--- src/rtl/vend_fsm.sv ---
// rtl/vend_fsm.sv - vending-machine control: coin credit, vend, change and refund payout
// Credit is kept in 5-cent units and compared externally against the price.
module vend_fsm #(
   parameter int SUM_W = 3,
   parameter int PRICE = 4
) (
   input  logic             i_clk,
   input  logic             i_rst,
   input  logic             i_nickel,
   input  logic             i_dime,
   input  logic             i_cancel,
   input  logic             i_sum_eq,
   input  logic             i_sum_lt,
   input  logic             i_soda_ack,
   input  logic             i_chg_ready,
   output logic [SUM_W-1:0] o_sum,
   output logic             o_accept,
   output logic             o_soda,
   output logic             o_chg_valid,
   output logic             o_busy
);

   typedef enum logic [2:0] {
      S_IDLE,
      S_COLLECT,
      S_VEND,
      S_CHANGE,
      S_REFUND
   } state_t;

   localparam logic [SUM_W-1:0] PRICE_U = SUM_W'(PRICE);
   localparam logic [SUM_W-1:0] ONE_U   = SUM_W'(1);

   state_t           state_q, state_d;
   logic [SUM_W-1:0] sum_q, sum_d;
   logic [SUM_W-1:0] coin_add;
   logic [SUM_W-1:0] sum_dec;

   assign coin_add = {{(SUM_W-1){1'b0}}, i_nickel} + {{(SUM_W-2){1'b0}}, i_dime, 1'b0};
   assign sum_dec  = sum_q - ONE_U;

   assign o_sum       = sum_q;
   assign o_accept    = ((state_q == S_IDLE) || (state_q == S_COLLECT)) && i_sum_lt && !i_rst;
   assign o_soda      = (state_q == S_VEND);
   assign o_chg_valid = (state_q == S_CHANGE) || (state_q == S_REFUND);
   assign o_busy      = (state_q != S_IDLE);

   always_ff @(posedge i_clk) begin
      if (i_rst) begin
         state_q <= S_IDLE;
         sum_q   <= '0;
      end else begin
         state_q <= state_d;
         sum_q   <= sum_d;
      end
   end

   always_comb begin
      state_d = state_q;
      sum_d   = sum_q;
      case (state_q)
         S_IDLE: begin
            if (o_accept && (i_nickel || i_dime)) begin
               sum_d   = sum_q + coin_add;
               state_d = S_COLLECT;
            end
         end
         S_COLLECT: begin
            if (o_accept) begin
               sum_d = sum_q + coin_add;
            end
            // Cancel outranks a full credit so the buyer can still back out.
            if (i_cancel) begin
               state_d = S_REFUND;
            end else if (!i_sum_lt) begin
               state_d = S_VEND;
            end
         end
         S_VEND: begin
            if (i_soda_ack) begin
               if (i_sum_eq) begin
                  sum_d   = '0;
                  state_d = S_IDLE;
               end else begin
                  state_d = S_CHANGE;
               end
            end
         end
         S_CHANGE: begin
            if (i_chg_ready) begin
               sum_d = sum_dec;
               if (sum_dec == PRICE_U) begin
                  sum_d   = '0;
                  state_d = S_IDLE;
               end
            end
         end
         S_REFUND: begin
            if (sum_q == '0) begin
               state_d = S_IDLE;
            end else if (i_chg_ready) begin
               sum_d = sum_dec;
               if (sum_q == ONE_U) begin
                  state_d = S_IDLE;
               end
            end
         end
         default: begin
            state_d = S_IDLE;
            sum_d   = '0;
         end
      endcase
   end

endmodule

--- config.mk ---
export PLATFORM = sky130hd
export DESIGN_NAME = vend_fsm
export DESIGN_NICKNAME = d
export VERILOG_FILES = /design/src/rtl/vend_fsm.sv
export SDC_FILE = /design/constraint.sdc
export NUM_CORES = 1
export LEC_CHECK = 0
export ABC_AREA = 0
export CORE_AREA = 2 2 42 44
export CTS_BUF_LIST = sky130_fd_sc_hd__clkbuf_4
export DETAILED_ROUTE_END_ITERATION = 16
export DIE_AREA = 0 0 44 46
export SKIP_LAST_GASP = 1
export SLEW_MARGIN = 20
export SYNTH_ARGS = -nofsm -noshare
export SYNTH_HDL_FRONTEND = slang
export SYNTH_SLANG_ARGS = --single-unit
--- constraint.sdc ---
create_clock -name i_clk -period 2 [get_ports i_clk]
set_input_delay 0.3 -clock i_clk [delete_from_list [all_inputs] [get_ports i_clk]]
set_output_delay 0.3 -clock i_clk [all_outputs]
set_load 0.05 [all_outputs]
==> results by group <==
Layout
  • Proportion of layout cells with a drive suffix above 1: 0.1828
  • Post-route cell area: 819.5 um^2
  • Fin nets: 109
  • Post-route core utilization: 0.5078
  • Post-route insts no fill: 110
  • Antenna Diode Count: 0
  • Layout area overhead: 39.66%

Logic synthesis
  • Sequential element share of the synthesized area: 0.2047
  • Syn Inst Count: 74
  • Number of warnings printed during yosys synthesis: 0
  • Count of distinct cell types in the synthesized netlist: 36
  • Ys flop type: sky130_fd_sc_hd__dfxtp_1
  • Number of nets in the synthesized netlist: 88
  • Area of the mapped netlist: a little under 600 um^2
  • Post-synth EDFFs: 0
  • Mean area per synthesized cell: between 7 and 8 um^2
  • Proportion of synthesized flip-flops having asynchronous set or reset: 0
  • Flop and latch count out of synthesis: 6

Timing
  • Post-route setup TNS: 0 ns
  • Hold Vio Cnt, Final: 0
  • Post-Route Skew: 0.004829 ns
  • Max-slew violation total from the final report: 0
  • Tightest Pin Transition: 0.4965 ns
  • Count of final setup violators: 0
  • Slew headroom: 0.6679
  • Share of the clock period used by the worst path: 0.9405
  • Timing-limited maximum frequency: about 530 MHz
  • Time the worst path needs with I/O delays and setup: 1.881 ns
  • RSZ-0062 raised after global routing: no

Power
  • Power consumption: between 400 and 500 uW
  • Static leakage power: between 0.0003 and 0.0004 uW
  • Pwr per Cell Area: 598.6 nW/um^2
  • Max IR drop VDD: 0.3463 mV

Floorplan
  • Initial standard-cell utilization of the core: 0.3636
  • Number of ports placed on the die boundary: 16
  • Die boundary height: ~46 um
  • Core Area: between 1500 and 2000 um^2
  • Rows: 15
  • Horizontal extent of the die: ~44 um
  • Die footprint: 2024 um^2

CTS
  • CTS max path bufs: 2
  • CTS root buffer: sky130_fd_sc_hd__clkbuf_4
  • Worst-Skew Late Latency: 0.25 ns
  • CTS hold repair buffers: 0
  • Number of H-tree levels: 1
  • Num Clock Sinks: 6
  • Clock-pin slew on the worst setup and hold paths: 0.05 ns
  • CTS Buf Count: 3
  • TritonCTS clock tree: built

Critical path
  • Slack of the worst reg-to-reg path: roughly 0.13 ns
  • Critical-path maximum fanout: 2
  • Worst-case reg-to-reg path depth: 7
  • RR Endpoint: o_sum[1]
  • Slowest cell on crit path: sky130_fd_sc_hd__fa_1
  • Type of the worst setup path: in2reg
  • CP required: between 2 and 2.5 ns
  • CP Capture Type: flop
  • Critical Path Max Stage Delay: between 0.5 and 0.6 ns
  • Cells along the critical path: clkdlybuf4s50_1, fa_1, a2bb2oi_1, o22a_1, or4_1, o31ai_1
  • Worst EP arrival: 2.03 ns
  • Startpoint kind of the worst setup timing path: input port
  • Startpoint of the worst-slack reg-to-reg timing path: o_sum[0]

Placement
  • Cell count after placement: 107
  • PortBufs: 15
  • Cell Area, Placed: 792.0 um^2
  • DP HPWL: between 1 and 1.5 mm
  • Weighted congestion at the end of routability-driven global placement: 0.8439

Drt
  • Total number of vias: approximately 610
  • Count of nets left with antenna violations after detail routing: 0
  • Via density per instance: between 5 and 6
  • Total routed wirelength: about 1.5 mm
  • Number of violations reported at the end of detailed-routing iteration 0: 14
  • Number of search-and-repair iterations in the first detailed-routing pass: 4
  • Remaining routing DRC violations: 0
  • Mean routed wirelength per cell: roughly 14 um

Status
  • Run status: finished clean

Global route
  • First-pass GRT wire length: 2.415 mm
  • Largest net degree at the start of global routing: 13
  • Number of antenna violations at the first check in global routing: 0
  • Total congestion overflow: 0
  • Vias in the first global route: roughly 560
  • Total routing usage reported by global routing: 0.1723

Min path
  • Hold/Removal Path Class: reg2reg
  • Number of instances on the worst hold path: 2
  • Launch point of the worst hold path: o_sum[0]
  • Worst-case hold path end point: o_sum[0]

Flow run
  • Count of maximum capacitance violations: 0
-- layout make-up --
type,count,area (um^2)
fillers,160,794.5
multi-input cells,56,417.9
repair buffers,20,205.2
flip-flops and latches,6,122.6
inverters,8,30.03
clock buffers,3,22.52
well taps,17,21.27
-- worst max-delay path, delay by kind of cell --
family	cells	cell delay [ns]
and+or+nand+nor	1	0.40
AOI/OAI and AO/OA	3	0.32
buffers and inverters	1	0.45
adders and majority gates	1	0.55
-- synth_stat cells (2+ instances only) --
cell type                  n  share of area
sky130_fd_sc_hd__inv_1     7          0.045
sky130_fd_sc_hd__a211o_1   2          0.030
sky130_fd_sc_hd__dfxtp_1   6           0.20
sky130_fd_sc_hd__nor2b_1   2          0.021
sky130_fd_sc_hd__o21bai_1  2          0.026
sky130_fd_sc_hd__o41ai_1   3          0.045
sky130_fd_sc_hd__a21oi_1   4          0.034
sky130_fd_sc_hd__a21o_1    2          0.026
sky130_fd_sc_hd__ha_1      4          0.085
sky130_fd_sc_hd__nand2b_1  3          0.032
sky130_fd_sc_hd__o31ai_1   2          0.026
sky130_fd_sc_hd__nor2_1    4          0.026
sky130_fd_sc_hd__nand2_1   3          0.019
sky130_fd_sc_hd__buf_2     2          0.017
sky130_fd_sc_hd__a211oi_1  2          0.026
sky130_fd_sc_hd__o21ai_0   2          0.017
sky130_fd_sc_hd__nor3_1    4          0.034
sky130_fd_sc_hd__o211ai_1  2          0.026
-- per-layer routing --
metal | wire length (um) | part of all wire | track usage | vias to the layer above
li1 | - | - | - | 313
met2 | 729 | 0.48 | 0.2618 | 20
met4 | 43 | 0.029 | 0.1273 | 0
met3 | 63 | 0.042 | 0.03571 | 5
met5 | 0 | 0 | 0 | -
met1 | 671 | 0.44 | 0.2138 | 268
-- repair_timing --
| action | in CTS | in global routing |
|---|---|---|
| endpoints found under the setup margin | 0 | 1 |
| gates resized for setup | 0 | 2 |
| buffers inserted | 0 | 0 |
-- through the flow --
step	hold slack (ns)	setup slack [ns]
floorplan	0.4487	0.08853
global placement	0.5584	-0.1943
detailed placement	0.5558	-0.2370
CTS	0.5669	0.004632
global route	0.6062	0.01177
finish	0.5654	0.1191
-- where the power goes --
group	leakage [uW]	switching [uW]	internal [uW]
clock network	0.0000138	43.1	67.8
logic	0.000279	129	103
registers	0.0000497	15.8	132
total	0.000342	188	303
-- registers in the layout, summed over array words and instances, names as in the netlist --
| signal | flops |
|---|---|
| o_sum | 3 |
| state_q | 3 |
-- logic make-up (layout without fill, tap and decap cells) --
| family | count (synthesis) | count (layout) | share of synthesized area |
|---|---|---|---|
| AO/OA/AOI/OAI | 26 | 26 | 0.3284 |
| adder cells (fa/ha/maj) | 5 | 5 | 0.1194 |
| AND/OR/NAND/NOR | 23 | 23 | 0.2281 |
| XOR/XNOR | 1 | 1 | 0.01493 |
| multiplexers | 1 | 1 | 0.01706 |
| flip-flops | 6 | 6 | 0.2047 |
| buffers and inverters | 12 | 31 | 0.08742 |
-- placed cells by master, fill, tap and decap left out, types with 2 or more instances in the layout --
cell type and n:
sky130_fd_sc_hd__o31ai_1 2, sky130_fd_sc_hd__nor2_1 4, sky130_fd_sc_hd__nand2_1 3, sky130_fd_sc_hd__o21bai_1 2, sky130_fd_sc_hd__o41ai_1 3, sky130_fd_sc_hd__buf_4 7
sky130_fd_sc_hd__dfxtp_2 2, sky130_fd_sc_hd__buf_12 2, sky130_fd_sc_hd__a21oi_1 4, sky130_fd_sc_hd__o21ai_0 2, sky130_fd_sc_hd__a211o_1 2, sky130_fd_sc_hd__o211ai_1 2
sky130_fd_sc_hd__inv_1 7, sky130_fd_sc_hd__nor2b_1 2, sky130_fd_sc_hd__ha_1 3, sky130_fd_sc_hd__clkbuf_4 3, sky130_fd_sc_hd__nor3_1 4, sky130_fd_sc_hd__a211oi_1 2
sky130_fd_sc_hd__a21o_1 2, sky130_fd_sc_hd__dfxtp_1 4, sky130_fd_sc_hd__clkdlybuf4s50_1 10, sky130_fd_sc_hd__nand2b_1 3
-- how the worst max path moves through the flow --
stage | start | end | slack [ns] | cells after the start
after floorplan | o_sum[0] | o_sum[1] | 0.09 | 7
after detailed placement | i_nickel | o_sum[1] | -0.24 | 7
after CTS | i_nickel | o_sum[1] | 0.005 | 7
after global routing | o_sum[0] | state_q[0] | 0.01 | 7
after global placement | i_nickel | o_sum[1] | -0.19 | 7
final | i_dime | o_sum[1] | 0.12 | 6
No activity file was read; power rests on OpenSTA's default activity.
